**src/rtl/parity_check_controller_if.sv**
```systemverilog
// Requester/result bundle for parity_check_controller.
// PARITY_CHECK_CONTROLLER_STICKY_IRQ_EN adds the sticky irq/irq_clr pair.
interface parity_check_controller_if #(
    parameter int CNT_W = 8
);
    logic             req0;
    logic [3:0]       data0;
    logic             par0;
    logic             gnt0;
    logic             req1;
    logic [3:0]       data1;
    logic             par1;
    logic             gnt1;
    logic             cnt_clr;
    logic             res_valid;
    logic             res_id;
    logic             res_err;
    logic [CNT_W-1:0] err_cnt0;
    logic [CNT_W-1:0] err_cnt1;
    logic             busy;
`ifdef PARITY_CHECK_CONTROLLER_STICKY_IRQ_EN
    logic             irq;
    logic             irq_clr;
`endif

    modport master (
        output req0, data0, par0, req1, data1, par1, cnt_clr,
`ifdef PARITY_CHECK_CONTROLLER_STICKY_IRQ_EN
        output irq_clr,
        input  irq,
`endif
        input  gnt0, gnt1, res_valid, res_id, res_err, err_cnt0, err_cnt1, busy
    );

    modport slave (
        input  req0, data0, par0, req1, data1, par1, cnt_clr,
`ifdef PARITY_CHECK_CONTROLLER_STICKY_IRQ_EN
        input  irq_clr,
        output irq,
`endif
        output gnt0, gnt1, res_valid, res_id, res_err, err_cnt0, err_cnt1, busy
    );
endinterface

```
**src/rtl/parity_check_controller.sv**
```systemverilog
// Two-requester round-robin odd-parity checker with saturating error counters.
// PARITY_CHECK_CONTROLLER_STICKY_IRQ_EN adds a sticky error interrupt.
//
// state  | meaning
// IDLE   | waiting for a request; arbitrates and captures the winner's word
// CHECK  | winner's gnt high for one cycle, parity evaluated
// REPORT | res_valid strobe; error counter / irq updated at the end of this cycle
module parity_check_controller #(
    parameter int CNT_W = 8
) (
    input  logic                      clk,
    input  logic                      rst,
    parity_check_controller_if.slave  bus
);
    typedef enum logic [1:0] {IDLE, CHECK, REPORT} state_t;

    state_t           state;
    logic             last;
    logic             win_id;
    logic [3:0]       data_q;
    logic             par_q;
    logic             gnt0_q;
    logic             gnt1_q;
    logic             res_valid_q;
    logic             res_id_q;
    logic             res_err_q;
    logic [CNT_W-1:0] cnt0;
    logic [CNT_W-1:0] cnt1;
    logic             pick1;
    logic             err;
    logic             report_err;

    // Simultaneous requests go to whoever was not served last.
    always_comb begin
        pick1 = 1'b0;
        if (bus.req0 && bus.req1)
            pick1 = ~last;
        else
            pick1 = bus.req1;
    end

    always_comb err = ~(^data_q) ^ par_q;

    always_comb report_err = (state == REPORT) && res_err_q;

    always_ff @(posedge clk) begin
        if (rst) begin
            state       <= IDLE;
            last        <= 1'b1;
            win_id      <= 1'b0;
            data_q      <= '0;
            par_q       <= 1'b0;
            gnt0_q      <= 1'b0;
            gnt1_q      <= 1'b0;
            res_valid_q <= 1'b0;
            res_id_q    <= 1'b0;
            res_err_q   <= 1'b0;
            cnt0        <= '0;
            cnt1        <= '0;
        end else begin
            case (state)
                IDLE: begin
                    if (bus.req0 || bus.req1) begin
                        state  <= CHECK;
                        win_id <= pick1;
                        last   <= pick1;
                        data_q <= pick1 ? bus.data1 : bus.data0;
                        par_q  <= pick1 ? bus.par1 : bus.par0;
                        gnt0_q <= ~pick1;
                        gnt1_q <= pick1;
                    end
                end
                CHECK: begin
                    state       <= REPORT;
                    gnt0_q      <= 1'b0;
                    gnt1_q      <= 1'b0;
                    res_valid_q <= 1'b1;
                    res_id_q    <= win_id;
                    res_err_q   <= err;
                end
                REPORT: begin
                    state       <= IDLE;
                    res_valid_q <= 1'b0;
                end
                default: state <= IDLE;
            endcase

            // Clear beats a coincident increment; counters stick at all-ones.
            if (bus.cnt_clr) begin
                cnt0 <= '0;
                cnt1 <= '0;
            end else if (report_err) begin
                if (!res_id_q && (cnt0 != '1))
                    cnt0 <= cnt0 + 1'b1;
                if (res_id_q && (cnt1 != '1))
                    cnt1 <= cnt1 + 1'b1;
            end
        end
    end

`ifdef PARITY_CHECK_CONTROLLER_STICKY_IRQ_EN
    logic irq_q;

    always_ff @(posedge clk) begin
        if (rst)
            irq_q <= 1'b0;
        else if (report_err)
            irq_q <= 1'b1;
        else if (bus.irq_clr)
            irq_q <= 1'b0;
    end

    assign bus.irq = irq_q;
`endif

    assign bus.gnt0      = gnt0_q;
    assign bus.gnt1      = gnt1_q;
    assign bus.res_valid = res_valid_q;
    assign bus.res_id    = res_id_q;
    assign bus.res_err   = res_err_q;
    assign bus.err_cnt0  = cnt0;
    assign bus.err_cnt1  = cnt1;
    assign bus.busy      = (state != IDLE);
endmodule

```
**src/flat_wrapper.sv**
```systemverilog
// flat-port wrapper written by rule: the top's interface ports become plain ports
module parity_check_controller_flat 
#(
    parameter int CNT_W = 8
)
  (clk, rst, bus_req0, bus_data0, bus_par0, bus_req1, bus_data1, bus_par1, bus_cnt_clr, bus_gnt0, bus_gnt1, bus_res_valid, bus_res_id, bus_res_err, bus_err_cnt0, bus_err_cnt1, bus_busy);
  parity_check_controller_if #(.CNT_W(CNT_W)) bus_i ();
  input  logic clk;
  input  logic rst;
  input wire logic [$bits(bus_i.req0)-1:0] bus_req0;
  input wire logic [$bits(bus_i.data0)-1:0] bus_data0;
  input wire logic [$bits(bus_i.par0)-1:0] bus_par0;
  input wire logic [$bits(bus_i.req1)-1:0] bus_req1;
  input wire logic [$bits(bus_i.data1)-1:0] bus_data1;
  input wire logic [$bits(bus_i.par1)-1:0] bus_par1;
  input wire logic [$bits(bus_i.cnt_clr)-1:0] bus_cnt_clr;
  output wire logic [$bits(bus_i.gnt0)-1:0] bus_gnt0;
  output wire logic [$bits(bus_i.gnt1)-1:0] bus_gnt1;
  output wire logic [$bits(bus_i.res_valid)-1:0] bus_res_valid;
  output wire logic [$bits(bus_i.res_id)-1:0] bus_res_id;
  output wire logic [$bits(bus_i.res_err)-1:0] bus_res_err;
  output wire logic [$bits(bus_i.err_cnt0)-1:0] bus_err_cnt0;
  output wire logic [$bits(bus_i.err_cnt1)-1:0] bus_err_cnt1;
  output wire logic [$bits(bus_i.busy)-1:0] bus_busy;
  assign bus_i.req0 = bus_req0;
  assign bus_i.data0 = bus_data0;
  assign bus_i.par0 = bus_par0;
  assign bus_i.req1 = bus_req1;
  assign bus_i.data1 = bus_data1;
  assign bus_i.par1 = bus_par1;
  assign bus_i.cnt_clr = bus_cnt_clr;
  assign bus_gnt0 = bus_i.gnt0;
  assign bus_gnt1 = bus_i.gnt1;
  assign bus_res_valid = bus_i.res_valid;
  assign bus_res_id = bus_i.res_id;
  assign bus_res_err = bus_i.res_err;
  assign bus_err_cnt0 = bus_i.err_cnt0;
  assign bus_err_cnt1 = bus_i.err_cnt1;
  assign bus_busy = bus_i.busy;
  parity_check_controller #(.CNT_W(CNT_W)) u_core (.clk(clk), .rst(rst), .bus(bus_i));
endmodule
```
**config.mk**
```make
export PLATFORM = sky130hd
export DESIGN_NAME = parity_check_controller_flat
export DESIGN_NICKNAME = d
export VERILOG_FILES = /design/src/rtl/parity_check_controller_if.sv /design/src/rtl/parity_check_controller.sv /design/src/flat_wrapper.sv
export SDC_FILE = /design/constraint.sdc
export NUM_CORES = 1
export LEC_CHECK = 0
export CORE_ASPECT_RATIO = 1.75
export CORE_MARGIN = 2
export CORE_UTILIZATION = 30
export CTS_CLUSTER_DIAMETER = 50
export DETAILED_ROUTE_END_ITERATION = 10
export HOLD_SLACK_MARGIN = 0.15
export SYNTH_ARGS = -nofsm -noshare
export SYNTH_HDL_FRONTEND = slang
export SYNTH_SLANG_ARGS = --single-unit
```
**constraint.sdc**
```tcl
create_clock -name clk -period 1.8 [get_ports clk]
set_input_delay 0.36 -clock clk [delete_from_list [all_inputs] [get_ports clk]]
set_output_delay 0.36 -clock clk [all_outputs]
set_load 0.03 [all_outputs]
```
-- Word-level counts from Yosys, hierarchy flattened
Cells that the tools add are included.
- bits in registers: 30
- latch bits: 0
- RAM bits: 0
- memory bits (read-only): 0
- bits of input ports: 15
- output and inout port bits: 22
- word-level logic and storage cells: 49
- memories kept: 0
- add/sub/neg operators: 2
- multipliers: 0
- divide/modulo/power cells: 0
- magnitude comparators: 0
- equality and inequality tests: 5
- shifts and indexed selects: 0
- multiplexer cells: 10
- bitwise logic cells: 4
- reductions and logical operators: 16
- operators by type and width (kind ; count):
    8-bit by 1-bit adder with 8-bit output (second input constant) ; 2
    8-bit inequality test (second input constant) ; 2
    2-bit AND reduction ; 4
    1-bit case mux with 2 select lines ; 3
    2-bit nonzero test ; 3
    1-bit logical AND ; 4
    1-bit 2-to-1 mux ; 4
    4-bit 2-to-1 mux ; 1
    2-bit case mux with 2 select lines ; 1
    4-bit XOR reduction ; 1
    1-bit inverter ; 3
    2-bit by 1-bit == test with 1-bit output (second input constant) ; 1
    2-bit == test (second input constant) ; 1
    2-bit logical NOT ; 1
    2-bit 2-to-1 mux ; 1
    2-bit by 1-bit inequality test with 1-bit output (second input constant) ; 1
    2-bit OR reduction ; 1
    1-bit logical NOT ; 1
    1-bit logical OR ; 1
    1-bit bitwise XOR ; 1

-- Logic depth before layout (Yosys ltp)
- word-level depth: 5
- depth in mapped cells: 7
- depth with buffers taken out: 6

-- Worst setup path after synthesis
No wires, ideal clock.
- kind: register to register
- start point: register u_core.cnt0[0] (netlist: u_core.bus.err_cnt0[0])
- end point: register u_core.cnt0[3] (netlist: u_core.bus.err_cnt0[3])
- library setup time: 0.070 ns
- arrival: 1.551 ns
- data required time: 1.730 ns
- path slack: 0.179 ns
- stages on the path, launching flop included: 6
- buffers on the path: 1
- period minus slack after synthesis: 1.621 ns
- cells stage by stage: dfxtp_1 ha_1 a41o_1 buf_6 or3_1 a21oi_1
- longest elaborated chain between the ends: 3
- elaborated cells on any way between the ends: 4
- classes of those cells: add/sub: 1; eq/ne: 1; reduce/logical: 2
- RTL lines (item ; RTL line ; source):
    start, declared ; parity_check_controller.sv:27 ; logic [CNT_W-1:0] cnt0;
    start signal, assigned ; parity_check_controller.sv:94 ; cnt0 <= cnt0 + 1'b1;
    parallel branches: the longest is 3 deep, another holds 8-bit by 1-bit adder with 8-bit output ; n/a ;
Several ways; the timed one is not identified.
A chain may end at the register's enable or synchronous reset.

-- Worst setup path after layout
- start point: register u_core.cnt0[0] (netlist: u_core.bus.err_cnt0[0])
- end point: output bus_err_cnt0[0]
- RTL lines (item ; RTL line ; source):
    end, declared ; flat_wrapper.sv:22 ; output wire logic [$bits(bus_i.err_cnt0)-1:0] bus_err_cnt0;
No word-level cell between the ends.

==> metrics <==
area of the multi-input gates=between 700 and 800 sq um; Seq pwr share=0.456; hold path start=u_core.win_id; RR Startpoint=u_core.state[0]; Clock power frac=0.350; Filler Cell Count=roughly 470; Die H=94.9 um; Hold Path Depth=2; Final HPWL DP=around 2400 um; routed len/inst=12.5 um; nets=228; CP Cell Sequence=clkdlybuf4s50_1; Post-Syn Area=1420 sq um; Mapped Nets=~180; synth unique cells=32; CP Capture Type=primary output; CTS tree=built; Max rail drop VDD=roughly 0.68 mV; initial core utilization=0.306; layout cell share with drive strength beyond 1=0.154; Core Footprint=around 4600 sq um; via count=1355; # clock sinks=30; Async S/R FF share, synth=0; Final min period=approximately 1.7 ns; #FFs+latches synth=30; crit path launch type=flop; syn_area_per_cell=9.07 sq um; outcome=completed; Setup Crit Path Kind=reg -> out; max-slew violation count=0; period utilisation layout=0.972; antenna viol nets, final=0; total negative slack=0 ns; Worst R2R Setup Slack=around 0.09 ns; Worst Hold Class=reg -> reg; Comb power frac=0.194; FF-to-FF End=u_core.bus.err_cnt1[5]; Clk pin slew, worst setup/hold paths=about 0.060 ns; RSZ-0062 raised after global routing=no; initial DRC count=16; first drt pass iteration count=4; Max Freq=0.572 GHz; max cap viols=0; Rel. slew slack=0.787; H-tree levels=2; Sw Pwr=~440 uW; register area=between 600 and 700 sq um; Root Buffer Master=clkbuf_8; Worst R2R Path Depth=6; power per cell area=between 700 and 800 nW/um^2; Worst Tran Pin Value=0.318 ns; initial antenna violation count=0; Mapped Cells=about 160; CP max FO=5; crit path buf inv count=1; die area=5300 sq um; sequential area share after synthesis=0.424; CP top delay family=buffers and inverters; CTS Buf Count=5; Hold Path Sink=u_core.win_id; DR vias/cell=5.21; hold_buf cts=0; clock buffer depth=2; PortBufs=36; Clock Skew=~0.0047 ns; Final Setup Violations=0; drt drc=0; GR Overflow Total=0; Worst Path Required=1.44 ns; sw frac=0.275; Fin. Hold Viols=0; Synth Warn #=0; Int Pwr=1.17 mW; Pleak=around 0.77 nW; ys flop type=dfxtp_1; largest net degree at the start of global routing=16; global placement routability congestion=about 0.79; Clk Latency, worst-skew pair=between 0.2 and 0.3 ns; max incr delay on CP=around 0.7 ns; Antenna Cells=0; Layout area overhead=42.4%; FP Rows=33; first-pass GRT wire length=approximately 5400 um; hold slack=roughly 0.48 ns; CP arrival=around 1.4 ns; Die W=55.9 um; IO Pins=37; GRT Total Usage=0.130; vias in the first global route=around 1300; Post-synth EDFFs=0; CP max-delay cell=clkdlybuf4s50_1; WL final=~3200 um
==> cell usage in the layout (no fill, tap or decap), types with 3 or more instances in the layout <==
cell and count:
a211oi_1 7, a21oi_1 14, buf_4 14, clkbuf_8 6, clkdlybuf4s50_1 31, dfxtp_1 29
dlymetal6s2s_1 3, ha_1 5, inv_1 4, mux2i_1 8, nand2_1 7, nand3_1 9
nor2_1 18, o21ai_0 8, o31ai_1 4, or3_1 4, or4_1 4, xnor2_1 4
==> timing repair <==
item / in CTS / in global routing
cloned: 0 / 0
buffers inserted: 0 / 1
gates resized for setup: 1 / 9
setup endpoints to repair: 1 / 9
endpoints found under the hold margin: 0 / 0
==> worst reg2reg max path, cell delays in order (launching register included) <==
cell and delay [ns]:
dfxtp_2 0.33, inv_2 0.07, ha_2 0.19, nand3_1 0.14, a41o_4 0.30, or4_1 0.47, a21oi_1 0.14
==> per-layer routing <==
layer,part of all wire,track usage
met1,0.39,0.118
met2,0.54,0.250
met3,0.044,0.0301
met4,0.025,0.0853
met5,0,0
==> how the worst max path moves through the flow <==
stage	start	end	slack, ns	cells after the start
after CTS	u_core.bus.err_cnt1[0]	bus_err_cnt1[0]	0.005	1
after detailed placement	bus_req1	u_core.bus.gnt1	0.04	5
after global placement	bus_req0	u_core.bus.gnt1	0.09	5
after floorplan	u_core.bus.err_cnt0[0]	u_core.bus.err_cnt0[3]	0.18	5
after global routing	u_core.state[0]	u_core.bus.err_cnt1[5]	0.005	6
final	u_core.bus.err_cnt0[0]	bus_err_cnt0[0]	0.05	1
==> cell type report <==
type,count,share of cell area
tap,52,0.0323
clock buffer,7,0.0429
sequential,30,0.299
timing repair buffer,49,0.229
inverter,5,0.00932
multi-input combinational,116,0.385
clock inverter,1,0.00248
==> power groups by stage <==
stage	Clock, mW	Combinational (mW)	Sequential, mW
6_report	0.564	0.313	0.734
5_1_grt	0.610	0.345	0.740
3_3_place_gp	0	0.310	0.747
3_5_place_dp	0	0.312	0.748
2_1_floorplan	0	0.170	0.769
4_1_cts	0.585	0.314	0.733
==> per-stage QoR <==
step	std cells	instance area, sq um	worst slack (ns)	power [mW]	util
after floorplan	156	1420	0.179	0.938	-
after global placement	251	1890	0.0863	1.06	0.409
after detailed placement	251	1890	0.0407	1.06	0.409
after CTS	259	1980	0.00531	1.63	0.429
after global routing	260	2010	0.00464	1.69	0.436
final	260	2010	0.0508	1.61	0.436
==> cell usage after synthesis (4+ instances only) <==
library cell | count | area share
or4_1 | 4 | 0.021
a211oi_1 | 7 | 0.037
nand2_1 | 7 | 0.019
o21ai_0 | 8 | 0.028
nor2_1 | 18 | 0.048
a21oi_1 | 14 | 0.050
dfxtp_1 | 30 | 0.42
or3_1 | 4 | 0.018
ha_1 | 6 | 0.053
nand3_1 | 9 | 0.032
o31ai_1 | 4 | 0.021
mux2i_1 | 8 | 0.057
inv_1 | 5 | 0.013
xnor2_1 | 4 | 0.025
==> registers in the layout (all words and copies together) (netlist names) <==
name	flops
u_core.bus.res_err	1
u_core.data_q	4
u_core.bus.err_cnt0	8
u_core.bus.res_valid	1
u_core.bus.gnt0	1
u_core.bus.res_id	1
u_core.win_id	1
u_core.bus.gnt1	1
u_core.last	1
u_core.par_q	1
u_core.state	2
u_core.bus.err_cnt1	8
==> cell families after synthesis <==
family                   share of synthesized area
AO/OA/AOI/OAI                                0.197
XOR/XNOR                                    0.0371
adder cells (fa/ha/maj)                     0.0530
buffers and inverters                       0.0380
flip-flops                                   0.424
multiplexers                                0.0566
AND/OR/NAND/NOR                              0.194
(Power assumes the default switching activity.)
